$ cat config.mk
export PLATFORM = sky130hd
export DESIGN_NAME = vscale_vec_lsu
export DESIGN_NICKNAME = d
export VERILOG_FILES = /design/src/rtl/vscale_vec_lsu_pkg.sv /design/src/rtl/vscale_vec_lane_sel.sv /design/src/rtl/vscale_vec_lsu.sv
export SDC_FILE = /design/constraint.sdc
export NUM_CORES = 1
export LEC_CHECK = 0
export CORE_AREA = 3 3 275 277
export CTS_BUF_LIST = sky130_fd_sc_hd__clkbuf_8
export DETAILED_ROUTE_END_ITERATION = 10
export DIE_AREA = 0 0 278 280
export GPL_TIMING_DRIVEN = 0
export PLACE_DENSITY = 0.58
export SLEW_MARGIN = 20
export SYNTH_ARGS = -nofsm -noshare
export SYNTH_HDL_FRONTEND = slang
export SYNTH_SLANG_ARGS = --single-unit
export TNS_END_PERCENT = 100
$ cat constraint.sdc
create_clock -name clk -period 5.72 [get_ports clk]
set_input_delay 1.144 -clock clk [delete_from_list [all_inputs] [get_ports clk]]
set_output_delay 1.144 -clock clk [all_outputs]
set_load 0.01 [all_outputs]
$ cat src/rtl/vscale_vec_lsu_pkg.sv
// Shared types and constants for the vscale vector load/store unit.
// Memory size codes match the scalar core's dmem interface.
package vscale_vec_lsu_pkg;

  localparam int XPR_LEN_DEF  = 32;
  localparam int VEC_SIZE_DEF = 4;

  localparam int MEM_TYPE_WIDTH = 3;
  localparam logic [MEM_TYPE_WIDTH-1:0] MEM_TYPE_B  = 3'd0;
  localparam logic [MEM_TYPE_WIDTH-1:0] MEM_TYPE_H  = 3'd1;
  localparam logic [MEM_TYPE_WIDTH-1:0] MEM_TYPE_W  = 3'd2;
  localparam logic [MEM_TYPE_WIDTH-1:0] MEM_TYPE_BU = 3'd4;
  localparam logic [MEM_TYPE_WIDTH-1:0] MEM_TYPE_HU = 3'd5;

  typedef enum logic [1:0] {
    IDLE = 2'd0,
    ADDR = 2'd1,
    DATA = 2'd2,
    RESP = 2'd3
  } vlsu_state_t;

endpackage

$ cat src/rtl/vscale_vec_lane_sel.sv
// Priority encoder: lowest set mask lane at or above idx.
// incl=0 searches strictly above idx, incl=1 includes idx.
module vscale_vec_lane_sel #(
  parameter int VEC_SIZE = 4,
  parameter int IW       = $clog2(VEC_SIZE)
) (
  input  logic [VEC_SIZE-1:0] mask,
  input  logic [IW-1:0]       idx,
  input  logic                incl,
  output logic                found,
  output logic [IW-1:0]       lane
);

  // scan downward so the lowest qualifying lane wins
  always_comb begin
    found = 1'b0;
    lane  = '0;
    for (int i = VEC_SIZE - 1; i >= 0; i--) begin
      if (mask[i] &&
          ((i > int'(idx)) ||
           (incl && (i == int'(idx))))) begin
        found = 1'b1;
        lane  = IW'(i);
      end
    end
  end

endmodule

$ cat src/rtl/vscale_vec_lsu.sv
// Strided vector load/store unit driving the scalar dmem port,
// one lane access at a time (address phase then data phase).
module vscale_vec_lsu
  import vscale_vec_lsu_pkg::*;
#(
  parameter int XPR_LEN  = XPR_LEN_DEF,
  parameter int VEC_SIZE = VEC_SIZE_DEF,
  parameter int IW       = $clog2(VEC_SIZE)
) (
  input  logic                        clk,
  input  logic                        reset,
  input  logic                        req_valid,
  output logic                        req_ready,
  input  logic                        req_wen,
  input  logic [XPR_LEN-1:0]          req_base,
  input  logic [XPR_LEN-1:0]          req_stride,
  input  logic [VEC_SIZE-1:0]         req_mask,
  input  logic [VEC_SIZE*XPR_LEN-1:0] req_wdata,
  output logic                        resp_valid,
  input  logic                        resp_ready,
  output logic [VEC_SIZE*XPR_LEN-1:0] resp_rdata,
  output logic [VEC_SIZE-1:0]         resp_wmask,
  output logic                        resp_error,
  output logic [IW-1:0]               resp_err_idx,
  output logic                        dmem_en,
  output logic                        dmem_wen,
  output logic [MEM_TYPE_WIDTH-1:0]   dmem_size,
  output logic [XPR_LEN-1:0]          dmem_addr,
  output logic [XPR_LEN-1:0]          dmem_wdata_delayed,
  input  logic [XPR_LEN-1:0]          dmem_rdata,
  input  logic                        dmem_wait,
  input  logic                        dmem_badmem_e
);

  vlsu_state_t                state;
  logic                       wen_q;
  logic [XPR_LEN-1:0]         base_q;
  logic [XPR_LEN-1:0]         stride_q;
  logic [VEC_SIZE-1:0]        mask_q;
  logic [VEC_SIZE*XPR_LEN-1:0] wdata_q;
  logic [IW-1:0]              idx_q;

  logic                       first_found;
  logic [IW-1:0]              first_lane;
  logic                       next_found;
  logic [IW-1:0]              next_lane;
  logic                       misalign;

  vscale_vec_lane_sel #(
    .VEC_SIZE(VEC_SIZE),
    .IW      (IW)
  ) u_first_sel (
    .mask (req_mask),
    .idx  ({IW{1'b0}}),
    .incl (1'b1),
    .found(first_found),
    .lane (first_lane)
  );

  vscale_vec_lane_sel #(
    .VEC_SIZE(VEC_SIZE),
    .IW      (IW)
  ) u_next_sel (
    .mask (mask_q),
    .idx  (idx_q),
    .incl (1'b0),
    .found(next_found),
    .lane (next_lane)
  );

  assign misalign  = (|req_base[1:0]) |
                     (|req_stride[1:0]);
  assign req_ready = (state == IDLE) & reset;
  assign dmem_size = MEM_TYPE_W;

  // request sequencing and all registered outputs
  always_ff @(posedge clk or negedge reset) begin
    if (!reset) begin
      state              <= IDLE;
      wen_q              <= 1'b0;
      base_q             <= '0;
      stride_q           <= '0;
      mask_q             <= '0;
      wdata_q            <= '0;
      idx_q              <= '0;
      resp_valid         <= 1'b0;
      resp_rdata         <= '0;
      resp_wmask         <= '0;
      resp_error         <= 1'b0;
      resp_err_idx       <= '0;
      dmem_en            <= 1'b0;
      dmem_wen           <= 1'b0;
      dmem_addr          <= '0;
      dmem_wdata_delayed <= '0;
    end else begin
      unique case (state)
        IDLE: begin
          if (req_valid) begin
            wen_q        <= req_wen;
            base_q       <= req_base;
            stride_q     <= req_stride;
            mask_q       <= req_mask;
            wdata_q      <= req_wdata;
            resp_rdata   <= '0;
            resp_wmask   <= '0;
            resp_error   <= 1'b0;
            resp_err_idx <= '0;
            if (!first_found) begin
              state      <= RESP;
              resp_valid <= 1'b1;
            end else if (misalign) begin
              state        <= RESP;
              resp_valid   <= 1'b1;
              resp_error   <= 1'b1;
              resp_err_idx <= first_lane;
            end else begin
              state     <= ADDR;
              idx_q     <= first_lane;
              dmem_en   <= 1'b1;
              dmem_wen  <= req_wen;
              dmem_addr <= req_base +
                XPR_LEN'(first_lane) * req_stride;
            end
          end
        end
        ADDR: begin
          state              <= DATA;
          dmem_en            <= 1'b0;
          dmem_wen           <= 1'b0;
          dmem_wdata_delayed <=
            wdata_q[idx_q*XPR_LEN +: XPR_LEN];
        end
        DATA: begin
          if (!dmem_wait) begin
            dmem_wdata_delayed <= '0;
            if (dmem_badmem_e) begin
              state        <= RESP;
              resp_valid   <= 1'b1;
              resp_error   <= 1'b1;
              resp_err_idx <= idx_q;
            end else begin
              if (!wen_q) begin
                resp_rdata[idx_q*XPR_LEN +: XPR_LEN]
                  <= dmem_rdata;
              end
              resp_wmask[idx_q] <= 1'b1;
              if (next_found) begin
                state     <= ADDR;
                idx_q     <= next_lane;
                dmem_en   <= 1'b1;
                dmem_wen  <= wen_q;
                dmem_addr <= base_q +
                  XPR_LEN'(next_lane) * stride_q;
              end else begin
                state      <= RESP;
                resp_valid <= 1'b1;
              end
            end
          end
        end
        RESP: begin
          if (resp_ready) begin
            state      <= IDLE;
            resp_valid <= 1'b0;
          end
        end
        default: state <= IDLE;
      endcase
    end
  end

endmodule

==> results of run 1 <==
[final timing paths]
| kind | from | end | slack [ps] |
|---|---|---|---|
| max | req_mask[1] | dmem_addr[25] | 240 |
| min | reset | resp_rdata[24] | 430 |
| max reg2reg | idx_q[1] | dmem_addr[31] | 260 |
| min reg2reg | resp_rdata[112] | resp_rdata[112] | 480 |
| max in group asynchronous | reset | wdata_q[50] | 3830 |
| min in group clk | resp_rdata[112] | resp_rdata[112] | 480 |
[Yosys cell counts, types with 6 or more instances]
cell and n:
a211oi_1 9, a21o_1 29, a21oi_1 72, a22o_1 33, a22oi_1 6, a31oi_1 14, and2_1 8, clkbuf_1 111
dfrtp_1 402, fa_1 62, ha_1 72, inv_1 201, mux2_2 166, mux4_2 32, nand2_1 479, nand2b_1 11
nand3_1 18, nand4_1 6, nor2_1 69, nor2b_1 6, nor3_1 15, o211ai_1 6, o21ai_0 167, o21ai_1 61
o31ai_1 6, xnor2_1 33, xor2_1 20
[flip-flops by register name, indices dropped and copies added (netlist names), 2 cells and up]
register            flops
dmem_addr              32
resp_rdata            128
idx_q                   2
dmem_wdata_delayed     32
resp_err_idx            2
state                   2
stride_q               32
mask_q                  3
base_q                 32
wdata_q               128
resp_wmask              4
[per-stage QoR]
| stage | util | worst slack, ps | TNS [ps] | area, µm² |
|---|---|---|---|---|
| 6_report | 0.4043 | 236.0 | 0 | 29550 |
| 5_1_grt | 0.4043 | -1.576 | -1.576 | 29540 |
| 4_1_cts | 0.4029 | 5.885 | 0 | 29450 |
| 3_5_place_dp | 0.3797 | -1407 | -23260 | 27750 |
| 3_3_place_gp | 0.3777 | -14600 | -5868570 | 27600 |
| 2_1_floorplan | - | 963.8 | 0 | 22030 |
[logic make-up after synthesis]
family / Yosys count / synth area share
muxes: 205 / 0.1209
AOI/OAI and AO/OA: 457 / 0.1281
and+or+nand+nor: 641 / 0.1199
DFF: 402 / 0.4568
xor gates and xnor gates: 53 / 0.02108
adders and majority gates: 134 / 0.09727
other: 2 / 0.0003410
buffers and inverters: 323 / 0.05562
[final cells by class]
type | instances | area (µm²) | area share
tap | 959 | 1200 | 0.04061
antenna | 7 | 17.52 | 0.0005928
sequential | 402 | 10060 | 0.3405
inverter | 203 | 762.0 | 0.02579
clock inverter | 39 | 341.6 | 0.01156
buffer | 120 | 486.7 | 0.01647
timing repair buffer | 446 | 4547 | 0.1539
multi-input combinational | 1493 | 10810 | 0.3659
clock buffer | 96 | 1321 | 0.04472
[worst reg2reg max path, stage by stage (launching register included)]
cell and delay [ps]:
dfrtp_1 380, buf_2 320, clkbuf_4 350, inv_1 110, ha_1 190, nand2_1 180, a21boi_4 310, clkbuf_4 290
nand2_1 110, fa_1 460, inv_1 70, ha_1 170, inv_1 60, fa_1 420, nor2b_1 220, o31ai_2 130
a221oi_2 270, buf_4 190, a21oi_2 90, nor4_1 450, o32a_1 250, xnor2_1 120, a21oi_1 80, a21oi_1 170
[timing repair]
action / 4_1_cts / 5_1_grt
endpoints found under the hold margin: 0 / 0
setup endpoints to repair: 27 / 10
setup buffers: 0 / 4
gates resized for setup: 15 / 21
hold buffers: 0 / 0
pin swaps: 0 / 2
gates cloned: 0 / 0
[routing by layer]
layer	up-vias	global-route usage
li1	8522	-
met1	9158	0.2509
met2	578	0.3234
met3	162	0.04502
met4	10	0.07418
met5	-	0
[where the power goes]
| group | internal, mW | switching (mW) |
|---|---|---|
| logic | 3.82 | 5.04 |
| registers | 3.94 | 0.673 |
| clock network | 1.72 | 1.34 |
| total | 9.49 | 7.06 |
==> results.cfg, run 1 <==
[power_and_ir_drop]
finalPower_mw = 16.55
p_per_area_nw_per_um2 = 560.0
p_leak_nw = 13.06
ir_worst_vdd_mv = 0.2653

[job]
cap_violations = 0

[yosys]
async_flop_share = 1.000
synth_edf_count = 0
syn_area_um2 = 22020
syn_avg_cell_area_um2 = 9.933
seq_area_frac_synth = 0.4568
yosysTopAreaCell = dfrtp_1
synth-seq-cells = 402
syn-instance-count = 2217
ys_warn_count = 0
synth_area_leaders = dfrtp_1 46%, mux2_2 8.5%, nand2_1 8.2%
synthFlopType = dfrtp_1
yosysTopAreaCellShare = 0.4568
synth.distinct_cells = 81

[layout]
final_net_count = 3109
areaGrowthSynthToFinish_pct = 34.17
drive_gt1_frac = 0.1340
fillCellCount = 7124
layout_common_cells = 479 x nand2_1, 436 x clkdlybuf4s50_1, 402 x dfrtp_1
final_cell_count_no_fill = 3765
layout_commonest_cell = nand2_1

[setup_path]
cp-start-kind = input pin
slowest_delay_ps = 590
cp_data_required_time_ps = 6240
crit_path_end_kind = flop
path_buf_inv = 3
reg2reg_depth = 23
cp_data_arrival_time_ps = 6000
crit_slowest_cell = clkdlybuf4s50_1
path_delay_family = compound AO/OA/AOI/OAI gates
worst_path_most_repeated_cell = nor2_2
cp_max_fo = 10
worstSetupPathType = input pin to flop
crit_cells = 17
worstPathCellList = clkdlybuf4s50_1 > a21oi_1 > nor2_2 > clkbuf_1 > nand2_1 > fa_1 > inv_1 > ha_1 > nand3_1 > a211o_1 > a21oi_2 > nor2_2 > o31ai_2 > a41oi_1 > xnor2_1 > mux2i_1 > o21ai_1

[floorplanning]
start_util = 0.3013
coreArea_um2 = 73080
pin_count = 441
die_w_um = 278
dieHeight_um = 280
rows = 99
die_area_um2 = 77840

[global_routing]
globalRouteOverflowTotal = 0
grt_max_degree = 97
grt_pass1_wl_um = 117800
grt_pass1_vias = 19519
grtUsageTotal = 0.1958
antenna_found_initial = 12

[clock_tree]
numCtsBuffers = 74
clkSinkCount = 402
ctsRootBufferMaster = clkbuf_8
clockBufferDepth = 3
path_clk_slew_ps = 70
htree_levels = 3
cts_tree = yes
worstSkewPairLatency_ps = 660

[sta]
slew_headroom = 0.2545
finalSetupViolCount = 0
fmax_mhz = 182.3
drv_slew = 0
fin_skew_ps = 37.15
period_needed_ps = 5484
worst_pin_slew_ps = 1118
hold_slack_ps = 431.1
hold_viol = 0
fin_crit_sh = 0.9587

[detailed_routing]
drc_errors = 0
drt_iter0_markers = 1057
detail_route.wl_per_cell_um = 20.42
wl_met3_um = 4457
wl_met2_um = 36460
wirelength_um = 76870
wl_met1_um = 33260
via_per_inst = 4.895
routed.top_layer = met5
firstDrtPassIters = 5
ant_nets = 0
vias = 18430

[min_path]
hold_class = input pin to async pin

[place]
place.gp.congestion = 0.9036
placedCellCount = 3619
io_buffers = 437
dp_hpwl_um = 59760

[outcome]
status = completed
Power figures use the tool's default switching activity.
==> inputs of run 2 (changes only) <==
--- a/config.mk
+++ b/config.mk
@@ -5,10 +5,11 @@
 export SDC_FILE = /design/constraint.sdc
 export NUM_CORES = 1
 export LEC_CHECK = 0
-export CORE_AREA = 3 3 275 277
+export ABC_AREA = 0
+export CORE_AREA = 3 3 252 303
 export CTS_BUF_LIST = sky130_fd_sc_hd__clkbuf_8
 export DETAILED_ROUTE_END_ITERATION = 10
-export DIE_AREA = 0 0 278 280
+export DIE_AREA = 0 0 255 306
 export GPL_TIMING_DRIVEN = 0
 export PLACE_DENSITY = 0.58
 export SLEW_MARGIN = 20
==> results.cfg, run 2 (synthesis results as in run 1) <==
[layout]
areaGrowthSynthToFinish_pct = 33.42
layout_commonest_cell = nand2_1
final_net_count = 3105
layout_common_cells = 479 x nand2_1, 436 x clkdlybuf4s50_1, 402 x dfrtp_1
reg.largest.list = resp_rdata (128), wdata_q (128)
fin_util = 0.3990
fillCellCount = 7205
drive_gt1_frac = 0.1288

[floorplanning]
rows = 109
coreArea_um2 = 73650
die_w_um = 255
dieHeight_um = 306
start_util = 0.2990
pin_count = 441
die_area_um2 = 78030

[setup_path]
cp_data_required_time_ps = 6290
crit_path_end_kind = flop
cp_max_fo = 10
worstSetupPathType = flop to flop
cp_data_arrival_time_ps = 5940
rrSetupSlack_ps = 350
cp-start-kind = flop

[detailed_routing]
vias = 18411
ant_nets = 0
drt_iter0_markers = 1079
detail_route.wl_per_cell_um = 20.56
firstDrtPassIters = 5
drc_errors = 0
via_per_inst = 4.921
wirelength_um = 76920

[sta]
worst_pin_slew_ps = 1045
period_needed_ps = 5367
drv_slew = 0
hold_viol = 0
slew_headroom = 0.2972
rsz0062_at_grt = false
fmax_mhz = 186.3
finalSetupViolCount = 0
setup_tns_ps = 0
fin_skew_ps = 31.05
fin_crit_sh = 0.9383

[clock_tree]
worstSkewPairLatency_ps = 670
path_clk_slew_ps = 50
htree_levels = 3
clockBufferDepth = 3
numCtsBuffers = 74
cts_tree = yes
clkSinkCount = 402
cts_hold_buf = 0
ctsRootBufferMaster = clkbuf_8

[power_and_ir_drop]
p_per_area_nw_per_um2 = 558.1
ir_worst_vdd_mv = 0.2768
p_leak_nw = 12.99

[job]
cap_violations = 0

[global_routing]
grt_pass1_vias = 19480
grtUsageTotal = 0.1953
globalRouteOverflowTotal = 0
antenna_found_initial = 19
grt_max_degree = 101
grt_pass1_wl_um = 116400

[place]
dp_hpwl_um = 60030
io_buffers = 437
place.gp.congestion = 0.8923

[outcome]
status = completed

[min_path]
hold_class = input pin to async pin
run 2: layer usage:
metal	global-route usage	vias to the layer above	routed length (µm)
li1	-	8487	-
met1	0.2281	9107	30100
met2	0.3338	623	38020
met3	0.04768	178	5161
met4	0.09656	16	3531
met5	0	-	103
run 2: timing repair:
item                                    CTS  global route
pin swaps                                 0             1
endpoints found under the setup margin   28            13
gates resized for setup                  15            20
setup buffers                             0             1
run 2: power by group:
part,internal [mW],switching [mW]
combinational,3.82,5.00
clock,1.66,1.30
sequential,3.94,0.660
run 2: through the flow:
stage | hold WS [ps] | instance area, µm² | setup slack, ps | std cells | power, mW
after floorplan | 449.8 | 22030 | 963.8 | 2218 | 10.22
after global placement | 461.7 | 27580 | -14210 | 3598 | 13.22
after detailed placement | 469.3 | 27700 | -1360 | 3602 | 13.42
after CTS | 291.4 | 29310 | 14.76 | 3730 | 16.53
after global routing | 331.3 | 29380 | 42.08 | 3739 | 17.71
final | 358.6 | 29380 | 353.1 | 3741 | 16.40
run 2: worst paths after layout:
check	cells after the start	from	end
setup / recovery	20	idx_q[1]	dmem_addr[28]
setup reg to reg	20	idx_q[1]	dmem_addr[28]
min in group clk	2	base_q[23]	base_q[23]
hold reg to reg	2	base_q[23]	base_q[23]
hold / removal	1	reset	stride_q[20]
max in group asynchronous	3	reset	wdata_q[88]
run 2: critical path, stage by stage (launching register included):
cell and delay, ps:
dfrtp_1 390, clkbuf_2 310, clkbuf_4 340, inv_1 110
ha_1 200, nand2_1 170, a21boi_4 300, buf_2 300
nand2_1 110, fa_1 510, inv_1 50, ha_1 380
a211oi_1 310, o211ai_1 180, a41oi_1 380, nand3_1 140
or3b_1 450, a31oi_1 200, xnor2_1 140, nor2_1 50
a311oi_1 230
run 2: area by class of cell:
cell class	instances	area [µm²]	area share
sequential	402	10060	0.3424
timing repair buffer	442	4497	0.1530
antenna	10	25.02	0.0008516
clock buffer	87	1197	0.04075
buffer	120	484.2	0.01648
multi-input combinational	1493	10810	0.3679
clock inverter	41	367.9	0.01252
tap	943	1180	0.04015
inverter	203	762.0	0.02593
